$ cat config.mk
export PLATFORM = sky130hd
export DESIGN_NAME = rle_bbox_tracker
export DESIGN_NICKNAME = d
export VERILOG_FILES = /design/src/rtl/rle_bbox_tracker.sv
export SDC_FILE = /design/constraint.sdc
export NUM_CORES = 1
export LEC_CHECK = 0
export ABC_AREA = 1
export CORE_MARGIN = 1.5
export CORE_UTILIZATION = 45
export CTS_CLUSTER_SIZE = 20
export DETAILED_ROUTE_END_ITERATION = 12
export HOLD_SLACK_MARGIN = 0.15
export PLACE_DENSITY = 0.66
export SYNTH_ARGS = -nofsm -noshare
export SYNTH_HDL_FRONTEND = slang
export SYNTH_SLANG_ARGS = --single-unit
$ cat constraint.sdc
create_clock -name CLK -period 2.5 [get_ports CLK]
set_clock_uncertainty 0.05 [all_clocks]
set_input_delay 0.375 -clock CLK [delete_from_list [all_inputs] [get_ports CLK]]
set_output_delay 0.375 -clock CLK [all_outputs]
set_load 0.005 [all_outputs]
$ cat src/rtl/rle_bbox_tracker.sv
// Bounding-box tracker fed by a per-line run-length segmenter.
// Each line_end presents one white segment (start, width). Valid segments
// grow a frame-wide box; on the last line the box is published through a
// valid/ready result register with a sticky overrun flag.
module rle_bbox_tracker #(
  parameter int IMAGE_W   = 640,
  parameter int IMAGE_H   = 480,
  parameter int MIN_LINES = 4
) (
  input  logic        CLK,
  input  logic        reset_n,
  input  logic        frame_start,
  input  logic        line_end,
  input  logic [12:0] seg_start,
  input  logic [12:0] seg_width,
  output logic [10:0] x_min,
  output logic [10:0] x_max,
  output logic [10:0] y_min,
  output logic [10:0] y_max,
  output logic [10:0] centre_x,
  output logic        found,
  output logic        out_valid,
  input  logic        out_ready,
  output logic        overrun
);

  localparam logic [10:0] X_LAST   = 11'(IMAGE_W - 1);
  localparam logic [10:0] Y_LAST   = 11'(IMAGE_H - 1);
  localparam logic [13:0] W_14     = 14'(IMAGE_W);
  localparam logic [13:0] X_LAST14 = 14'(IMAGE_W - 1);
  localparam logic [10:0] MIN_CNT  = 11'(MIN_LINES);

  typedef enum logic {ACCUM, FINISH} state_t;

  state_t      r_state;
  state_t      w_state_next;

  logic [10:0] r_acc_xmin, r_acc_xmax, r_acc_ymin, r_acc_ymax;
  logic [10:0] r_y, r_vcnt;

  logic [10:0] r_x_min, r_x_max, r_y_min, r_y_max, r_centre_x;
  logic        r_found, r_out_valid, r_overrun;

  logic        w_take;
  logic        w_finish;
  logic        w_line_valid;
  logic [13:0] w_seg_end14;
  logic [10:0] w_seg_end;
  logic        w_found;
  logic [11:0] w_csum;
  logic [10:0] w_centre;

  // A line is taken only in ACCUM; frame_start wins over a coincident line_end.
  assign w_take       = line_end && !frame_start && (r_state == ACCUM);
  assign w_finish     = (r_state == FINISH);
  assign w_line_valid = (seg_width != 13'd0) && ({1'b0, seg_start} < W_14);
  // 14-bit end so start+width cannot overflow before the clamp.
  assign w_seg_end14  = {1'b0, seg_start} + {1'b0, seg_width} - 14'd1;
  assign w_seg_end    = (w_seg_end14 > X_LAST14) ? X_LAST : w_seg_end14[10:0];

  assign w_found  = (r_vcnt >= MIN_CNT);
  assign w_csum   = {1'b0, r_acc_xmin} + {1'b0, r_acc_xmax};
  assign w_centre = 11'(w_csum >> 1);

  // State register.
  always_ff @(posedge CLK or negedge reset_n) begin
    if (!reset_n) r_state <= ACCUM;
    else          r_state <= w_state_next;
  end

  // Next state: the last line of the frame moves to a single FINISH cycle.
  always_comb begin
    w_state_next = r_state;
    case (r_state)
      ACCUM:   if (w_take && (r_y == Y_LAST)) w_state_next = FINISH;
      FINISH:  w_state_next = ACCUM;
      default: w_state_next = ACCUM;
    endcase
  end

  // Frame accumulators: restart on FINISH or frame_start, grow on each taken line.
  always_ff @(posedge CLK or negedge reset_n) begin
    if (!reset_n) begin
      r_acc_xmin <= X_LAST;
      r_acc_xmax <= '0;
      r_acc_ymin <= Y_LAST;
      r_acc_ymax <= '0;
      r_y        <= '0;
      r_vcnt     <= '0;
    end else if (w_finish || frame_start) begin
      r_acc_xmin <= X_LAST;
      r_acc_xmax <= '0;
      r_acc_ymin <= Y_LAST;
      r_acc_ymax <= '0;
      r_y        <= '0;
      r_vcnt     <= '0;
    end else if (w_take) begin
      if (w_line_valid) begin
        if (seg_start[10:0] < r_acc_xmin) r_acc_xmin <= seg_start[10:0];
        if (w_seg_end > r_acc_xmax)       r_acc_xmax <= w_seg_end;
        if (r_y < r_acc_ymin)             r_acc_ymin <= r_y;
        if (r_y > r_acc_ymax)             r_acc_ymax <= r_y;
        if (r_vcnt != 11'h7FF)            r_vcnt     <= r_vcnt + 11'd1;
      end
      if (r_y != 11'h7FF) r_y <= r_y + 11'd1;
    end
  end

  // Result register with valid/ready handshake and sticky overrun.
  always_ff @(posedge CLK or negedge reset_n) begin
    if (!reset_n) begin
      r_x_min     <= '0;
      r_x_max     <= '0;
      r_y_min     <= '0;
      r_y_max     <= '0;
      r_centre_x  <= '0;
      r_found     <= 1'b0;
      r_out_valid <= 1'b0;
      r_overrun   <= 1'b0;
    end else if (w_finish) begin
      r_x_min     <= w_found ? r_acc_xmin : 11'd0;
      r_x_max     <= w_found ? r_acc_xmax : 11'd0;
      r_y_min     <= w_found ? r_acc_ymin : 11'd0;
      r_y_max     <= w_found ? r_acc_ymax : 11'd0;
      r_centre_x  <= w_found ? w_centre   : 11'd0;
      r_found     <= w_found;
      r_out_valid <= 1'b1;
      if (r_out_valid && !out_ready) r_overrun <= 1'b1;
    end else if (r_out_valid && out_ready) begin
      r_out_valid <= 1'b0;
    end
  end

  assign x_min     = r_x_min;
  assign x_max     = r_x_max;
  assign y_min     = r_y_min;
  assign y_max     = r_y_max;
  assign centre_x  = r_centre_x;
  assign found     = r_found;
  assign out_valid = r_out_valid;
  assign overrun   = r_overrun;

endmodule

==> flow_metrics.tcl, run 1 <==
set metrics [dict create \
    status "complete, but fails checks" \
    violations "setup timing" \
    slew_violations 0 \
    dp_slack_ns -1.57 \
    fin_nets 1348 \
    die_area_mm2 0.0186 \
    clk_pin_slew_ns 0.05 \
    r2r-end "centre_x[7]$_DFFE_PN0P_" \
    setup_slack_ns -0.726 \
    antenna_cells 0 \
    gp_congestion 0.892 \
    grt_util_all_layers_pct 24.7 \
    drv_cap 0 \
    start_util_pct 46.1 \
    core_area_mm2 0.0174 \
    grt_max_degree 59 \
    clk_latency_ns 0.42 \
    cts_root_buf "clkbuf_16" \
    fillerInstances 1480 \
    crit_fanout 8 \
    worstSetupPathType "input pin to flip-flop" \
    ys_warn_count 0 \
    cts_tree "yes" \
    power_mw 6.01 \
    finalWirelength_mm 22.0 \
    max-slew-margin-rel_pct 61.0 \
    worst_r2r_path_depth 8 \
    remaining_drc_errors 0 \
    rows 48 \
    async_flop_share_pct 100 \
    synthFlopType "dfrtp_1" \
    syn-cell-area_mm2 0.00801 \
    hpwl_mm 15.7 \
    required_ns 2.81 \
    hold_end "r_acc_xmin[1]$_DFFE_PN1P_" \
    fmaxAchievable_mhz 310 \
    grt_pass1_wl_mm 35.8 \
    syn_avg_cell_area_um2 7.67 \
    synth_edf_count 0 \
    ios 89 \
    netlist_instances 1044 \
    drt_first_iter_violations 510 \
    cts_htree_levels 4 \
    wl_per_cell_um 15.0 \
    power.leakage_nw 5.43 \
    clk_path_buf_depth 2 \
    synth_fp_nets 1157 \
    reg2reg_from "r_acc_xmin[3]$_DFFE_PN1P_" \
    numPortBuffers 88 \
    drive_gt1_share_pct 27.2 \
    period_share_pct 129 \
    cts.sinks 125 \
    hold_viol_final 0 \
    rrSetupSlack_ns 0.44 \
    die_h_um 136 \
    overflow 0 \
    worstSetupStartpointType "input pin" \
    antenna_found_initial 0 \
    endpoint_kind "flip-flop" \
    pwr_density_cell_mw_per_mm2 537 \
    yosys_register_bits 125 \
    peakVddDrop_v 0.000501 \
    detail-route-antenna-nets 0 \
    rsz0062_at_grt "true" \
    worstHoldStart "seg_start[1]" \
    tightest_slew_ns 0.584 \
    cts_made_buffers 17 \
    vias 7640 \
    fin_crit_ns 3.23 \
    seq_area_frac_synth_pct 39.3 \
    grt_pass1_vias 7306 \
    timing.hold.ws_ns 0.233 \
    finalSetupViolCount 11 \
    area_growth_pct 39.8 \
    firstDrtPassIters 6 \
    synth_cell_types 44 \
    hold_depth 5 \
    worstHoldPathType "input pin to flip-flop" \
    die_w_um 136 \
    critPathArrivalTime_ns 3.53 \
    final_util_pct 64.5 \
    vias_per_cell 5.19 \
]
cell usage in the layout, fill, tap and decap left out, drive strengths merged, types with 49 or more instances in the layout:
cell type / synthesis / routed
a21oi: 49 / 49
buf: 12 / 111
clkdlybuf4s50: 0 / 61
dfrtp: 109 / 109
ha: 80 / 80
inv: 168 / 169
nand2: 281 / 282
nand3: 67 / 67
nor2: 63 / 64
o21ai: 86 / 86
cells by family after synthesis:
family | count (synthesis) | share of synthesized area, %
compound gates | 154 | 10.7
xor+xnor | 7 | 0.766
fa+ha+maj | 82 | 13.0
buf+inv | 197 | 9.56
flops | 125 | 39.3
other cells | 1 | 0.0468
simple gates | 478 | 26.6
worst max path at each step:
stage | startpoint | cells after the start | slack, ns | to
6_report | seg_start[12] | 21 | -0.73 | r_acc_xmax[4]$_DFFE_PN0P_
5_1_grt | seg_start[3] | 24 | -0.85 | r_acc_xmax[4]$_DFFE_PN0P_
4_1_cts | seg_width[1] | 25 | -0.64 | r_acc_xmax[1]$_DFFE_PN0P_
3_5_place_dp | seg_width[1] | 25 | -1.57 | r_acc_xmax[7]$_DFFE_PN0P_
3_3_place_gp | seg_start[6] | 25 | -1.51 | r_acc_xmax[7]$_DFFE_PN0P_
2_1_floorplan | seg_width[1] | 23 | -0.62 | r_acc_xmax[7]$_DFFE_PN0P_
metal layers:
metal  part of all wire [%]  wire (um)  track usage [%]  vias to the layer above
met1                     48      10600             34.7                     3552
met5                      0          0                0                        -
li1                       -          -                -                     3811
met2                     46      10000             38.5                      237
met3                    4.4        975             4.36                       40
met4                    1.9        424             7.74                        0
cells in the mapped netlist (all sizes together) (4+ instances only):
cell	n	area [um^2]
a21oi	49	257
a22o	6	52.6
buf	12	71.3
clkbuf	16	60.1
dfrtp	109	2730
dfstp	16	420
ha	80	1000
inv	168	631
nand2	281	1080
nand3	67	350
nand4	44	275
nor2	63	269
nor3	16	91.3
nor4	6	52.6
o21ai	86	442
xor2	4	35.0
registers in the layout (all words and copies together), names as in the netlist:
signal / cells
out_valid: 1
r_y: 11
r_vcnt: 11
r_state: 1
r_acc_ymax: 11
x_max: 11
found: 1
r_acc_ymin: 11
x_min: 11
centre_x: 11
r_acc_xmax: 11
y_min: 11
overrun: 1
r_acc_xmin: 11
y_max: 11
final cells by class:
type	instances	area (um^2)	share of cell area, %
Clock buffer	21	470	4.20
Clock inverter	11	116	1.04
Inverter	169	667	5.96
Multi-Input combinational cell	724	4790	42.8
Sequential cell	125	3150	28.1
Tap cell	225	282	2.52
Timing Repair Buffer	197	1710	15.3
Timing Repair inverter	1	11.3	0.101
per-stage QoR:
| stage | std cells | TNS (ns) | cell area (um^2) |
|---|---|---|---|
| final | 1473 | -7.65 | 11200 |
| after global routing | 1473 | -9.08 | 11200 |
| after CTS | 1468 | -6.97 | 11000 |
| after detailed placement | 1407 | -16.82 | 9760 |
| after global placement | 1407 | -16.39 | 9760 |
| after floorplan | 1044 | -6.57 | 8080 |
report_power, final:
group          internal [mW]  leakage [nW]  switching (mW)  total (mW)
Clock                   1.53         0.285           0.881        2.42
Combinational          0.624          3.46           0.830        1.45
Sequential              2.09          1.69          0.0418        2.14
Total                   4.25          5.43            1.75        6.01
critical path, stage by stage:
cell and delay, ns:
dlygate4sd2_1 0.25, inv_1 0.10, ha_4 0.27, inv_2 0.04, ha_4 0.25, a21o_1 0.19
nor2_2 0.10, nand3_1 0.10, nand2_2 0.09, nand2_2 0.06, nor2_4 0.22, nand4_1 0.16
ha_1 0.37, nand3_2 0.08, nor4_1 0.29, nor2_1 0.12, nand2_4 0.16, nand2_8 0.09
inv_8 0.09, nand2_2 0.06, nand2_1 0.07
what timing repair did:
| item | 4_1_cts | 5_1_grt |
|---|---|---|
| resized for setup | 149 | 68 |
| endpoints found under the hold margin | 31 | 0 |
| setup buffers | 25 | 6 |
| pin swaps | 83 | 49 |
| setup endpoints to repair | 11 | 11 |
| hold buffers | 1 | 0 |
| gates cloned | 3 | 0 |
Note: power is estimated with default switching activity, not from simulation.
==> inputs of run 2 (changes only) <==
--- a/config.mk
+++ b/config.mk
@@ -7,11 +7,11 @@
 export LEC_CHECK = 0
 export ABC_AREA = 1
 export CORE_MARGIN = 1.5
-export CORE_UTILIZATION = 45
+export CORE_UTILIZATION = 57
 export CTS_CLUSTER_SIZE = 20
 export DETAILED_ROUTE_END_ITERATION = 12
 export HOLD_SLACK_MARGIN = 0.15
-export PLACE_DENSITY = 0.66
+export PLACE_DENSITY = 0.81
 export SYNTH_ARGS = -nofsm -noshare
 export SYNTH_HDL_FRONTEND = slang
 export SYNTH_SLANG_ARGS = --single-unit
==> run 2 against run 1 <==
Compared with the run above:
- the run still ends with setup timing left
- global-route usage up 7.3 points
- highest routed layer unchanged
- hold slack better by 0.040 ns
- setup slack worse by 0.15 ns
- routed wire length up 11%
- sequential share of layout area up 0.26 points
- critical endpoint is now r_acc_xmax[7]$_DFFE_PN0P_
- critical path type unchanged
- sequential cell count unchanged
- clock power up 6%
- cell count down 3.6%
- die area down 21%
==> flow_metrics.tcl, run 2 (synthesized netlist as in run 1, its figures left out) <==
set metrics [dict create \
    tightest_slew_ns 0.601 \
    numPortBuffers 88 \
    die_area_mm2 0.0148 \
    worstHoldPathType "input pin to flip-flop" \
    crit_chain "dlygate4sd2_1 -> inv_2 -> ha_4 -> inv_2 -> ha_4 -> nand2_2 -> nand2_2 -> inv_1 -> nand2_1 -> nand2_2 -> nand3_2 -> nand2_1 -> nand2_1 -> nor2_4 -> nand4_1 -> ha_4 -> nand2_1 -> nor2_1 -> nand3_1 -> nand3_2 -> nand2_4 -> nor2_4 -> nand4_1 -> nand2_2" \
    cts_root_buf "clkbuf_16" \
    grt_pass1_vias 7763 \
    fin_crit_ns 3.37 \
    vias 8204 \
    cts_tree "yes" \
    crit_buf_inv 4 \
    crit_fanout 8 \
    hold_viol_final 0 \
    die_w_um 122 \
    rrSetupSlack_ns 0.29 \
    endpoint_kind "flip-flop" \
    final_util_pct 80.5 \
    violations "setup timing" \
    cts_htree_levels 4 \
    setup_slack_ns -0.872 \
    slew_violations 0 \
    remaining_drc_errors 0 \
    drive_gt1_share_pct 26.7 \
    slowest_delay_ns 0.37 \
    finalSetupViolCount 11 \
    final_common_cell "nand2_1" \
    grt_util_all_layers_pct 31.9 \
    power.leakage_nw 5.38 \
    area_growth_pct 38.5 \
    peakVddDrop_v 0.000510 \
    use_met2_pct 54.8 \
    core_area_mm2 0.0138 \
    status "complete, but fails checks" \
    clk_latency_ns 0.43 \
    drv_cap 0 \
    critPathArrivalTime_ns 3.68 \
    grt_max_degree 59 \
    use_met3_pct 5.12 \
    antenna_cells 0 \
    hpwl_mm 15.2 \
    clk_path_buf_depth 2 \
    cts_made_buffers 17 \
    finalWirelength_mm 24.5 \
    worstSetupPathType "input pin to flip-flop" \
    pwr_density_cell_mw_per_mm2 561 \
    met1_usage_pct 41.0 \
    drt_first_iter_violations 787 \
    rows 43 \
    clk_pin_slew_ns 0.06 \
    ios 89 \
    gp_congestion 0.967 \
    period_share_pct 135 \
    max-slew-margin-rel_pct 59.9 \
    die_h_um 122 \
    busiest_layer "met2" \
    fmaxAchievable_mhz 297 \
    final_cell_mix "227 x nand2_1, 127 x inv_1, 109 x dfrtp_1" \
    rsz0062_at_grt "true" \
    grt_pass1_wl_mm 37.0 \
    worstSetupStartpointType "input pin" \
    firstDrtPassIters 5 \
    antenna_found_initial 0 \
    critical_path.top_delay_family "simple AND/OR/NAND/NOR gates" \
    vias_per_cell 5.78 \
    overflow 0 \
    critPathSlowestCell "ha_4" \
    dp_slack_ns -1.60 \
    required_ns 2.81 \
    cts.sinks 125 \
    wl_per_cell_um 17.3 \
    fin_nets 1341 \
    start_util_pct 58.1 \
    fillerInstances 874 \
    detail-route-antenna-nets 0 \
]
[run 2: cell count changes in the layout (fill, tap and decap cells not counted), moves of 3 or more]
| cell | before | now |
|---|---|---|
| inv_1 | 123 | 127 |
| dlygate4sd2_1 | 13 | 8 |
| buf_4 | 104 | 97 |
| clkinv_2 | 5 | 2 |
| buf_6 | 1 | 4 |
| inv_2 | 40 | 37 |
| nand2_4 | 15 | 12 |
| nand3_4 | 1 | 4 |
| clkdlybuf4s15_1 | 3 | 7 |
[run 2: worst paths after layout]
path / cells past startpoint / to / from
max in group asynchronous: 3 / r_acc_xmin[2]$_DFFE_PN1P_ / reset_n
min in group asynchronous: 2 / y_max[5]$_DFFE_PN0P_ / reset_n
worst max register to register: 9 / r_acc_xmin[5]$_DFFE_PN1P_ / r_acc_xmin[4]$_DFFE_PN1P_
worst max-delay path: 24 / r_acc_xmax[7]$_DFFE_PN0P_ / seg_width[5]
worst min register to register: 1 / overrun$_DFFE_PN0P_ / overrun$_DFFE_PN0P_
worst min-delay path: 5 / r_acc_xmin[6]$_DFFE_PN1P_ / seg_start[6]
[run 2: cell type report]
cell class                 count  area (um^2)  share of cell area, %
multi-input combinational    724         4790                   43.2
sequential                   125         3150                   28.4
timing repair buffer         190         1630                   14.7
inverter                     169          669                   6.04
clock buffer                  21          470                   4.24
tap                          180          225                   2.03
clock inverter                10          139                   1.25
timing repair inverter         1         11.3                  0.102
[run 2: repair_timing]
action | CTS | global route
cloned | 2 | 1
setup buffers | 20 | 13
pin swaps | 68 | 66
setup endpoints to repair | 11 | 11
hold buffers | 1 | 0
hold endpoints to repair | 34 | 0
resized for setup | 137 | 87
[run 2: worst reg2reg max path, stage by stage (launching register included)]
cell and delay (ns):
dfstp_2 0.56, inv_1 0.09, ha_1 0.30, a21oi_1 0.15, o21ai_0 0.13, a211oi_2 0.30
nand2_2 0.08, nand2_1 0.27, nand2_1 0.13, nand2_1 0.09
[run 2: per-layer routing]
| layer | routed length, um | up-vias |
|---|---|---|
| li1 | - | 3792 |
| met1 | 9850 | 3937 |
| met2 | 12300 | 389 |
| met3 | 1580 | 86 |
| met4 | 821 | 0 |
| met5 | 0 | - |
[run 2: through the flow]
stage                     std cells  hold slack (ns)  total power, mW  cell area, um^2  setup TNS, ns
after detailed placement       1355            0.348             3.25             9610         -17.45
after CTS                      1409            0.372             5.99            10800          -8.31
after floorplan                1044           0.0294             2.82             8080          -6.57
final                          1420            0.273             6.22            11100          -8.84
after global placement         1355            0.350             3.23             9610         -18.17
after global routing           1420            0.302             6.42            11100         -10.13
[run 2: where the power goes]
group / switching (mW) / leakage (nW) / internal [mW] / total, mW
Sequential: 0.0483 / 1.69 / 2.09 / 2.14
Clock: 0.925 / 0.287 / 1.64 / 2.56
Combinational: 0.884 / 3.41 / 0.629 / 1.51
==> inputs of run 3 (changes only) <==
--- a/config.mk
+++ b/config.mk
@@ -6,8 +6,10 @@
 export NUM_CORES = 1
 export LEC_CHECK = 0
 export ABC_AREA = 1
+export CAP_MARGIN = 20
 export CORE_MARGIN = 1.5
 export CORE_UTILIZATION = 57
+export CTS_CLUSTER_DIAMETER = 50
 export CTS_CLUSTER_SIZE = 20
 export DETAILED_ROUTE_END_ITERATION = 12
 export HOLD_SLACK_MARGIN = 0.15
==> results of run 3 <==
The final DEF is identical to that of run 2; final timing and power are the same.
